--- src/rtl/a2d_pkg.sv ---
// a2d_pkg: shared state encoding, SPI frame layout and command-frame builder for the scanning A2D interface.
package a2d_pkg;
  typedef enum logic [2:0] {IDLE, CMD, GAP, RD, ACC, UPD} state_t;
  localparam int FRAME_W = 16;
  localparam int CMD_CH_LSB = 11;
  localparam int CMD_CH_W = 3;
  function automatic logic [FRAME_W-1:0] build_frame(input logic [CMD_CH_W-1:0] ch);
    build_frame = '0;
    build_frame[CMD_CH_LSB +: CMD_CH_W] = ch;
  endfunction
endpackage

--- src/rtl/a2d_spi_xfer.sv ---
// a2d_spi_xfer: one 16-bit SPI transfer per wrt, SCLK idling high, MOSI on fall, MISO on rise.
module a2d_spi_xfer
  import a2d_pkg::*;
#(
  parameter int SCLK_DIV_LOG2 = 5
) (
  input  logic               clk,
  input  logic               rst_n,
  input  logic               wrt,
  input  logic [FRAME_W-1:0] cmd,
  output logic               done,
  output logic [FRAME_W-1:0] rx,
  output logic               SS_n,
  output logic               SCLK,
  output logic               MOSI,
  input  logic               MISO
);
  localparam int P = 1 << SCLK_DIV_LOG2;
  localparam int H = P / 2;
  localparam int CW = SCLK_DIV_LOG2 + 5;
  localparam logic [CW-1:0] LAST = CW'(17 * P - 1);
  localparam logic [CW-1:0] LO_B = CW'(H);
  localparam logic [CW-1:0] LO_E = CW'(H + 16 * P);
  localparam logic [CW-1:0] RI_B = CW'(P);
  localparam logic [CW-1:0] RI_E = CW'(16 * P);
  localparam logic [SCLK_DIV_LOG2-1:0] PH_H = SCLK_DIV_LOG2'(H);
  logic active, low_n, fall_n, rise_n;
  logic [CW-1:0] cnt, nc;
  logic [FRAME_W-1:0] tx;
  // SCLK is low in the second half of each P-clk slot, i.e. when bit SCLK_DIV_LOG2-1 of the count is set
  assign nc = cnt + CW'(1);
  assign low_n = nc >= LO_B && nc < LO_E && nc[SCLK_DIV_LOG2-1];
  assign fall_n = nc >= LO_B && nc < LO_E && nc[SCLK_DIV_LOG2-1:0] == PH_H;
  assign rise_n = nc >= RI_B && nc <= RI_E && nc[SCLK_DIV_LOG2-1:0] == '0;
  assign done = active && cnt == LAST;
  assign SS_n = !active;
  always_ff @(posedge clk) begin
    if (!rst_n) begin
      active <= 1'b0;
      cnt <= '0;
      tx <= '0;
      rx <= '0;
      SCLK <= 1'b1;
      MOSI <= 1'b0;
    end else if (!active) begin
      if (wrt) begin
        active <= 1'b1;
        cnt <= '0;
        tx <= cmd;
      end
    end else if (done) begin
      active <= 1'b0;
      SCLK <= 1'b1;
      MOSI <= 1'b0;
    end else begin
      cnt <= nc;
      SCLK <= !low_n;
      if (fall_n) begin
        MOSI <= tx[FRAME_W-1];
        tx <= {tx[FRAME_W-2:0], 1'b0};
      end
      if (rise_n) rx <= {rx[FRAME_W-2:0], MISO};
    end
  end
endmodule

--- src/rtl/a2d_scan_intf.sv ---
// a2d_scan_intf: single-shot and round-robin scanning SPI A2D front end with oversampling and a per-channel result bank.
module a2d_scan_intf
  import a2d_pkg::*;
#(
  parameter int NUM_CHNNL = 8,
  parameter int RES_W = 12,
  parameter int SCLK_DIV_LOG2 = 5,
  parameter int AVG_LOG2 = 0,
  localparam int CH_W = NUM_CHNNL > 1 ? $clog2(NUM_CHNNL) : 1
) (
  input  logic                 clk,
  input  logic                 rst_n,
  input  logic                 strt_cnv,
  input  logic [CH_W-1:0]      chnnl,
  input  logic                 scan_en,
  input  logic [NUM_CHNNL-1:0] chnnl_mask,
  input  logic [CH_W-1:0]      rd_chnnl,
  output logic [RES_W-1:0]     rd_res,
  output logic [RES_W-1:0]     res,
  output logic [CH_W-1:0]      res_chnnl,
  output logic                 cnv_cmplt,
  output logic                 busy,
  output logic [NUM_CHNNL-1:0] rslt_vld,
  output logic                 a2d_SS_n,
  output logic                 SCLK,
  output logic                 MOSI,
  input  logic                 MISO
);
  localparam int AW = RES_W + AVG_LOG2;
  localparam int SW = AVG_LOG2 > 0 ? AVG_LOG2 : 1;
  state_t state, nstate;
  logic [CH_W-1:0] ch, ptr, nxt, sel_ch;
  logic [AW-1:0] acc;
  logic [SW-1:0] smp;
  logic [RES_W-1:0] bank [NUM_CHNNL];
  logic [RES_W-1:0] avg;
  logic go_s, go_scan, more, wrt, done, unused_rx;
  logic [FRAME_W-1:0] cmd, rx;
  a2d_spi_xfer #(.SCLK_DIV_LOG2(SCLK_DIV_LOG2)) u_xfer (
    .clk(clk), .rst_n(rst_n), .wrt(wrt), .cmd(cmd), .done(done), .rx(rx),
    .SS_n(a2d_SS_n), .SCLK(SCLK), .MOSI(MOSI), .MISO(MISO)
  );
  assign unused_rx = ^(rx >> RES_W);
  assign avg = RES_W'(acc >> AVG_LOG2);
  assign busy = state != IDLE;
  assign rd_res = int'(rd_chnnl) < NUM_CHNNL ? bank[rd_chnnl] : '0;
  assign cmd = build_frame(CMD_CH_W'(sel_ch));
  // first enabled channel strictly after the last scanned one, wrapping; the loop runs downward so the nearest wins
  always_comb begin
    nxt = ptr;
    for (int k = NUM_CHNNL; k >= 1; k--)
      if (chnnl_mask[(int'(ptr) + k) % NUM_CHNNL]) nxt = CH_W'((int'(ptr) + k) % NUM_CHNNL);
  end
  // the transfer is launched in the cycle that enters CMD/RD so the engine never waits on the FSM
  always_comb begin
    go_s = strt_cnv && (int'(chnnl) < NUM_CHNNL);
    go_scan = scan_en && |chnnl_mask;
    more = int'(smp) < (1 << AVG_LOG2) - 1;
    sel_ch = state == IDLE ? (go_s ? chnnl : nxt) : ch;
    wrt = (state == IDLE && (go_s || go_scan)) || state == GAP || (state == ACC && more);
    nstate = state;
    case (state)
      IDLE: nstate = (go_s || go_scan) ? CMD : IDLE;
      CMD:  nstate = done ? GAP : CMD;
      GAP:  nstate = RD;
      RD:   nstate = done ? ACC : RD;
      ACC:  nstate = more ? CMD : UPD;
      UPD:  nstate = IDLE;
      default: nstate = IDLE;
    endcase
  end
  always_ff @(posedge clk) begin
    if (!rst_n) begin
      state <= IDLE;
      ch <= '0;
      ptr <= '0;
      acc <= '0;
      smp <= '0;
      res <= '0;
      res_chnnl <= '0;
      cnv_cmplt <= 1'b0;
      rslt_vld <= '0;
      for (int i = 0; i < NUM_CHNNL; i++) bank[i] <= '0;
    end else begin
      state <= nstate;
      cnv_cmplt <= state == UPD;
      if (state == IDLE && (go_s || go_scan)) begin
        ch <= sel_ch;
        smp <= '0;
        if (!go_s) ptr <= nxt;
      end
      if (state == ACC) begin
        acc <= acc + AW'(rx[RES_W-1:0]);
        smp <= smp + SW'(1);
      end
      if (state == UPD) begin
        bank[ch] <= avg;
        res <= avg;
        res_chnnl <= ch;
        rslt_vld[ch] <= 1'b1;
        acc <= '0;
      end
    end
  end
endmodule
--- config.mk ---
export PLATFORM = sky130hd
export DESIGN_NAME = a2d_scan_intf
export DESIGN_NICKNAME = d
export VERILOG_FILES = /design/src/rtl/a2d_pkg.sv /design/src/rtl/a2d_spi_xfer.sv /design/src/rtl/a2d_scan_intf.sv
export SDC_FILE = /design/constraint.sdc
export NUM_CORES = 1
export LEC_CHECK = 0
export BUFFER_PORTS_ARGS = -buffer_cell sky130_fd_sc_hd__buf_2
export CAP_MARGIN = 20
export CORE_UTILIZATION = 45
export DETAILED_ROUTE_END_ITERATION = 16
export GPL_TIMING_DRIVEN = 0
export REMOVE_ABC_BUFFERS = 1
export SYNTH_ARGS = -nofsm -noshare
export SYNTH_HDL_FRONTEND = slang
export SYNTH_HIERARCHICAL = 1
export SYNTH_SLANG_ARGS = --single-unit
--- constraint.sdc ---
create_clock -name clk -period 4.39 [get_ports clk]
set_input_delay 0.2195 -clock clk [delete_from_list [all_inputs] [get_ports clk]]
set_output_delay 0.2195 -clock clk [all_outputs]
set_load 0.02 [all_outputs]
* Word level (Yosys, flattened, before mapping) *
Memory sizes are Yosys's and may differ from the RTL's.
Index checks and enable logic that the tools add are counted.

storage, ports and cells
  flip-flop bits (word level) = 86
  memory bits (writable) = 96
  input port bits = 19
  output and inout port bits = 40
  word-level logic and storage cells = 154
  memories kept = 1

cells by class
  add/subtract/negate cells = 10
  order comparisons = 14
  equal/unequal tests = 9
  mux-type cells = 60
  bitwise logic cells = 12
  reduce and logical (&&, ||, !) cells = 34

memories
  memory  words  width  read ports  clocked after Yosys merged registers in  write ports  RTL line             RTL
  bank    8      12     1           0                                        8            a2d_scan_intf.sv:35  logic [RES_W-1:0] bank [NUM_CHNNL];

operators with widths
  operator                 number
  $mux W16                 4
  $lt A4 B5 Y1 const B     8
  $mux W3                  12
  $mux W10                 3
  $mux W1                  29
  $bmux W1 S3              8
  $reduce_or A3 Y1         8
  $pmux W3 S5              1
  $add A12 B12 Y12         1
  $add A3 B3 Y3 const B    4
  $mux W12                 1
  $reduce_or A12 Y1        1
  $add A10 B1 Y10 const B  1
  $eq A10 B10 Y1 const B   1
  $ge A10 B5 Y1 const B    1
  $ge A10 B6 Y1 const B    1
  $le A10 B10 Y1 const B   1
  $lt A10 B10 Y1 const B   1
  $logic_and A1 B1 Y1      9
  $and A1 B1 Y1 const A    8
  $or A8 B8 Y8             1
  $reduce_or A8 Y1         1
  $add A3 B1 Y3 const B    2
  $add A3 B2 Y3 const B    2
  19 further kinds         30

* Longest topological paths before layout *
  depth in word-level cells = 18
  depth in mapped cells = 15

* By module *
The synthesis kept the hierarchy.

by module, submodules not included
  module         instances  cells an instance  area each (µm²)
  a2d_scan_intf  1          569                7019.2
  a2d_spi_xfer   1          344                2817.7

* Worst setup path after synthesis *
No wires, ideal clock.

  path kind = register -> register
  from = register ptr[1]
  to = register u_xfer.tx[11]
  data arrival time = 3136 ps
  data required time = 4254 ps
  setup slack = 1118 ps
  cell stages (with the launch flop) = 16
  buffers on the path = 2
  cells stage by stage = dfxtp_1 -> buf_2 -> inv_1 -> ha_1 -> clkbuf_1 -> mux4_2 -> mux2i_4 -> nand2b_1 -> a211oi_1 -> or3_4 -> xnor2_1 -> mux2i_1 -> o21ai_1 -> or2_2 -> o211ai_1 -> mux2i_1

on the way
  word-level cells in the longest chain between the ends = 16
  elaborated cells between the ends (all ways) = 44
  those cells by class = add/sub (8); mux (36)

RTL lines
  element                                     RTL line             RTL
  start: declaration                          a2d_scan_intf.sv:32  logic [CH_W-1:0] ch, ptr, nxt, sel_ch;
  start signal: assignment                    a2d_scan_intf.sv:90  if (!go_s) ptr <= nxt;
  $add A3 B1 Y3                               a2d_scan_intf.sv:52  if (chnnl_mask[(int'(ptr) + k) % NUM_CHNNL]) nxt = CH_W'((int'(ptr) + k) % NUM_CHNNL);
  $bmux W1 S3                                 a2d_scan_intf.sv:52
  $mux W1 (not written as such) (2 in a row)  a2d_scan_intf.sv:52
  $mux W3 (7 in a row)                        a2d_scan_intf.sv:52
  $mux W3 (*)                                 a2d_scan_intf.sv:52
  $mux W3 (*) (2 in a row)                    a2d_scan_intf.sv:59  sel_ch = state == IDLE ? (go_s ? chnnl : nxt) : ch;
  via sel_ch[0]                               a2d_scan_intf.sv:32
  $mux W16 (*)                                a2d_spi_xfer.sv:46   if (wrt) begin
  $mux W16 (*)                                a2d_spi_xfer.sv:45   end else if (!active) begin
  end signal: assignment                      a2d_spi_xfer.sv:49   tx <= cmd;
  end signal: assignment                      a2d_spi_xfer.sv:60   tx <= {tx[FRAME_W-2:0], 1'b0};
  end: declaration                            a2d_spi_xfer.sv:29   logic [FRAME_W-1:0] tx;

The timed path passes the listed nets; every way through them passes the cells marked *. The select of a mux whose other input is x is not followed.
A chain may end at the register's enable or synchronous reset.

* Worst setup path after layout *
  from = register ptr[0]
  to = register u_xfer.tx[11]

The elaborated chain is that of the path after synthesis.

==> metrics.txt <==
# TYPE chip_impl_metric gauge
chip_impl_metric{name="groute.usage.overall",unit=""} 0.208
chip_impl_info{name="cp-start-kind",value="flip-flop"} 1
chip_impl_info{name="holdPathEnd",value="ptr[1]"} 1
chip_impl_metric{name="ir_drop",unit="mV"} 0.272
chip_impl_info{name="timing_worst_setup_path_type",value="reg2reg"} 1
chip_impl_metric{name="met1_demand_to_capacity_share_in_global_routing",unit=""} 0.256
chip_impl_info{name="grt_most_used_layer",value="met2"} 1
chip_impl_metric{name="cts-buffers-inserted",unit=""} 17
chip_impl_info{name="rr_startpoint",value="ptr[0]"} 1
chip_impl_metric{name="period_needed",unit="ns"} 3.71
chip_impl_metric{name="maxSlewHeadroom",unit=""} 0.290
chip_impl_info{name="grt_setup_unrepaired",value="false"} 1
chip_impl_metric{name="slowest_delay",unit="ns"} 0.72
chip_impl_metric{name="worst-slew-pin-transition",unit="ns"} 1.06
chip_impl_metric{name="count_of_cells_resized_by_post_cts_repair",unit=""} 0
chip_impl_metric{name="crit_required",unit="ns"} 4.66
chip_impl_metric{name="netSwitchingPower",unit="W"} 0.00109
chip_impl_metric{name="yosysWarnings",unit=""} 6
chip_impl_metric{name="finalWirelength",unit="mm"} 21.5
chip_impl_metric{name="worst_r2r_path_depth",unit=""} 13
chip_impl_info{name="run_status",value="completed"} 1
chip_impl_metric{name="cts_sinks",unit=""} 182
chip_impl_metric{name="dpl.cell_count",unit=""} 1165
chip_impl_metric{name="timing.critical_path.fanout_max",unit=""} 12
chip_impl_metric{name="clock_tree.htree_level_count",unit=""} 4
chip_impl_metric{name="internal_power",unit="W"} 0.00293
chip_impl_metric{name="area_delta_synth_final",unit="%"} 11.6
chip_impl_metric{name="fillCellCount",unit=""} 1886
chip_impl_metric{name="initialDrtViolationCount",unit=""} 420
chip_impl_info{name="timing.critical_path.cells",value="inv_1, ha_1, mux4_2, mux2i_4, nand2b_1, a211oi_1, or3_4, xnor2_1, mux2i_1, o21ai_1, or2_2, o211ai_1, mux2i_1"} 1
chip_impl_metric{name="overflow",unit=""} 0
chip_impl_metric{name="grt_start_max_net_pins",unit=""} 69
chip_impl_metric{name="fin_worst_skew",unit="ns"} 0.0122
chip_impl_metric{name="post_cts_hold_buffer_count",unit=""} 0
chip_impl_metric{name="remaining_antenna_violation_count",unit=""} 0
chip_impl_info{name="worst_path_max_delay_cell",value="sky130_fd_sc_hd__dfxtp_1"} 1
chip_impl_metric{name="io-pin-count",unit=""} 59
chip_impl_info{name="end_kind",value="flip-flop"} 1
chip_impl_metric{name="post_layout_nets",unit=""} 951
chip_impl_metric{name="layout_worst_path_cycle_share",unit=""} 0.845
chip_impl_metric{name="syn-instance-count",unit=""} 881
chip_impl_metric{name="worst-endpoint-arrival",unit="ns"} 3.98
chip_impl_metric{name="drc_errors",unit=""} 0
chip_impl_metric{name="fin_util",unit=""} 0.520
chip_impl_metric{name="vias_in_the_first_global_route",unit=""} 6552
chip_impl_metric{name="timing.final.max_slew_violations",unit=""} 0
chip_impl_metric{name="antenna-diode-count",unit=""} 0
chip_impl_metric{name="detail_route.first_pass.iterations",unit=""} 5
chip_impl_info{name="most-common-layout-cells",value="sky130_fd_sc_hd__and2_1 (101), sky130_fd_sc_hd__edfxtp_1 (96), sky130_fd_sc_hd__dfxtp_1 (86), sky130_fd_sc_hd__nand2_1 (74), sky130_fd_sc_hd__buf_2 (58)"} 1
chip_impl_info{name="worstReg2RegEnd",value="u_xfer/tx[11]"} 1
chip_impl_metric{name="power.clock.fraction",unit=""} 0.388
chip_impl_metric{name="gr-usage-met2",unit=""} 0.371
chip_impl_metric{name="post_cts_buffers",unit=""} 0
chip_impl_metric{name="power-per-cell-area",unit="mW/mm^2"} 376
chip_impl_metric{name="post-place-ws",unit="ns"} 0.601
chip_impl_metric{name="max_clock_freq",unit="GHz"} 0.269
chip_impl_metric{name="num_vias",unit=""} 6654
chip_impl_metric{name="vias_per_cell",unit=""} 5.55
chip_impl_metric{name="r2r_setup_slack",unit="ns"} 0.68
chip_impl_metric{name="setup_viol",unit=""} 0
chip_impl_metric{name="power.share.switching",unit=""} 0.272
chip_impl_metric{name="first_pass_grt_wire_length",unit="mm"} 35.0
chip_impl_metric{name="die_y",unit="um"} 148
chip_impl_metric{name="placeableCoreArea",unit="sq mm"} 0.0206
chip_impl_info{name="holdCritPathClass",value="in2reg"} 1
chip_impl_metric{name="timing_hold_violations_final",unit=""} 0
chip_impl_metric{name="initial_antenna_violation_count",unit=""} 0
chip_impl_metric{name="placementRows",unit=""} 52
chip_impl_metric{name="power.combinational.fraction",unit=""} 0.136
chip_impl_metric{name="die_w",unit="um"} 148
chip_impl_metric{name="portBuffers",unit=""} 58
chip_impl_metric{name="post_route_worst_setup_slack",unit="ns"} 0.678
chip_impl_metric{name="avgSynthCellArea",unit="sq um"} 10.9
chip_impl_metric{name="gpl.final_weighted_congestion",unit=""} 0.820
chip_impl_metric{name="grtUsageMet3",unit=""} 0.0420
chip_impl_metric{name="avgRoutedWirePerCell",unit="um"} 18.0
chip_impl_info{name="critical-path-top-delay-family",value="multiplexers"} 1
chip_impl_metric{name="buffers_and_inverters_on_the_worst_path",unit=""} 1
chip_impl_metric{name="p_leak",unit="nW"} 4.12
chip_impl_metric{name="place.detailed.hpwl",unit="mm"} 14.2
chip_impl_metric{name="clock_tree.buffer_depth",unit=""} 2
chip_impl_metric{name="dpl-instance-area",unit="sq mm"} 0.0101
chip_impl_metric{name="timing.max_cap.violations",unit=""} 0
chip_impl_metric{name="insertion_delay",unit="ns"} 0.43
chip_impl_metric{name="share_seq_of_total_power",unit=""} 0.476
chip_impl_info{name="hold_path.startpoint",value="strt_cnv"} 1
chip_impl_metric{name="layout.cells.non_filler",unit=""} 1199
chip_impl_metric{name="synth.cell_area",unit="sq mm"} 0.00957
chip_impl_metric{name="start_util",unit=""} 0.466
chip_impl_metric{name="floorplan.die_area",unit="sq mm"} 0.0219
chip_impl_info{name="ctsRootBufferMaster",value="sky130_fd_sc_hd__clkbuf_16"} 1
chip_impl_metric{name="drive_above_1_share",unit=""} 0.192
chip_impl_metric{name="hold_path_depth",unit=""} 3
chip_impl_info{name="layout_commonest_cell",value="sky130_fd_sc_hd__and2_1"} 1
chip_impl_metric{name="stdcell_area",unit="sq mm"} 0.0107
chip_impl_info{name="cts_tree",value="yes"} 1
chip_impl_metric{name="cts.reportedPaths.clkPinSlew",unit="ns"} 0.07
chip_impl_info{name="critPathMostFrequentCell",value="sky130_fd_sc_hd__mux2i_1"} 1
tightest hold or removal path: stages:
cell and delay, ns:
sky130_fd_sc_hd__buf_2 0.16, sky130_fd_sc_hd__nor3_1 0.07, sky130_fd_sc_hd__nor2_1 0.09
metal layers:
metal | wire, um | up-vias | share of wire
li1 | - | 3313 | -
met1 | 9440 | 3239 | 0.44
met2 | 11200 | 90 | 0.52
met3 | 685 | 12 | 0.032
met4 | 233 | 0 | 0.011
met5 | 0 | - | 0
worst max path at each step:
stage | start | endpoint | slack, ns | cells after the start
2_1_floorplan | ptr[0] | u_xfer/tx[11] | 1.14 | 13
3_3_place_gp | rst_n | bank[1][7] | -0.81 | 6
3_5_place_dp | rst_n | bank[1][11] | 0.60 | 7
4_1_cts | ptr[0] | u_xfer/tx[11] | 0.64 | 13
5_1_grt | ptr[0] | u_xfer/tx[12] | 0.36 | 13
6_report | ptr[0] | u_xfer/tx[11] | 0.68 | 13
layout make-up:
cell class	instances	area, sq um	share of cell area
multi-input combinational	633	4700	0.440
clock inverter	15	173	0.0162
tap	270	338	0.0316
timing repair buffer	66	389	0.0364
sequential	182	4600	0.431
inverter	16	60.1	0.00562
clock buffer	17	425	0.0398
power by group through the flow:
stage	combinational (W)	sequential (W)	clock, W
2_1_floorplan	0.000404	0.00194	0
3_3_place_gp	0.000538	0.00195	0
3_5_place_dp	0.000547	0.00195	0
4_1_cts	0.000551	0.00192	0.00160
5_1_grt	0.000601	0.00193	0.00167
6_report	0.000548	0.00191	0.00156
stage by stage:
| stage | TNS (ns) | total power [W] | hold WS [ns] |
|---|---|---|---|
| 3_3_place_gp | -34.86 | 0.00249 | 0.433 |
| 4_1_cts | 0 | 0.00407 | 0.131 |
| 6_report | 0 | 0.00402 | 0.150 |
| 3_5_place_dp | 0 | 0.00250 | 0.434 |
| 2_1_floorplan | 0 | 0.00234 | 0.291 |
| 5_1_grt | 0 | 0.00419 | 0.176 |
state kept, by name, indices dropped and copies added (netlist names):
register       cells
state              3
acc               12
rslt_vld           8
res               12
u_xfer/rx         12
u_xfer/MOSI        1
ptr                3
res_chnnl          3
bank              96
u_xfer/active      1
u_xfer/cnt        10
u_xfer/tx         16
u_xfer/SCLK        1
ch                 3
cnv_cmplt          1
Power figures use the tool's default switching activity.
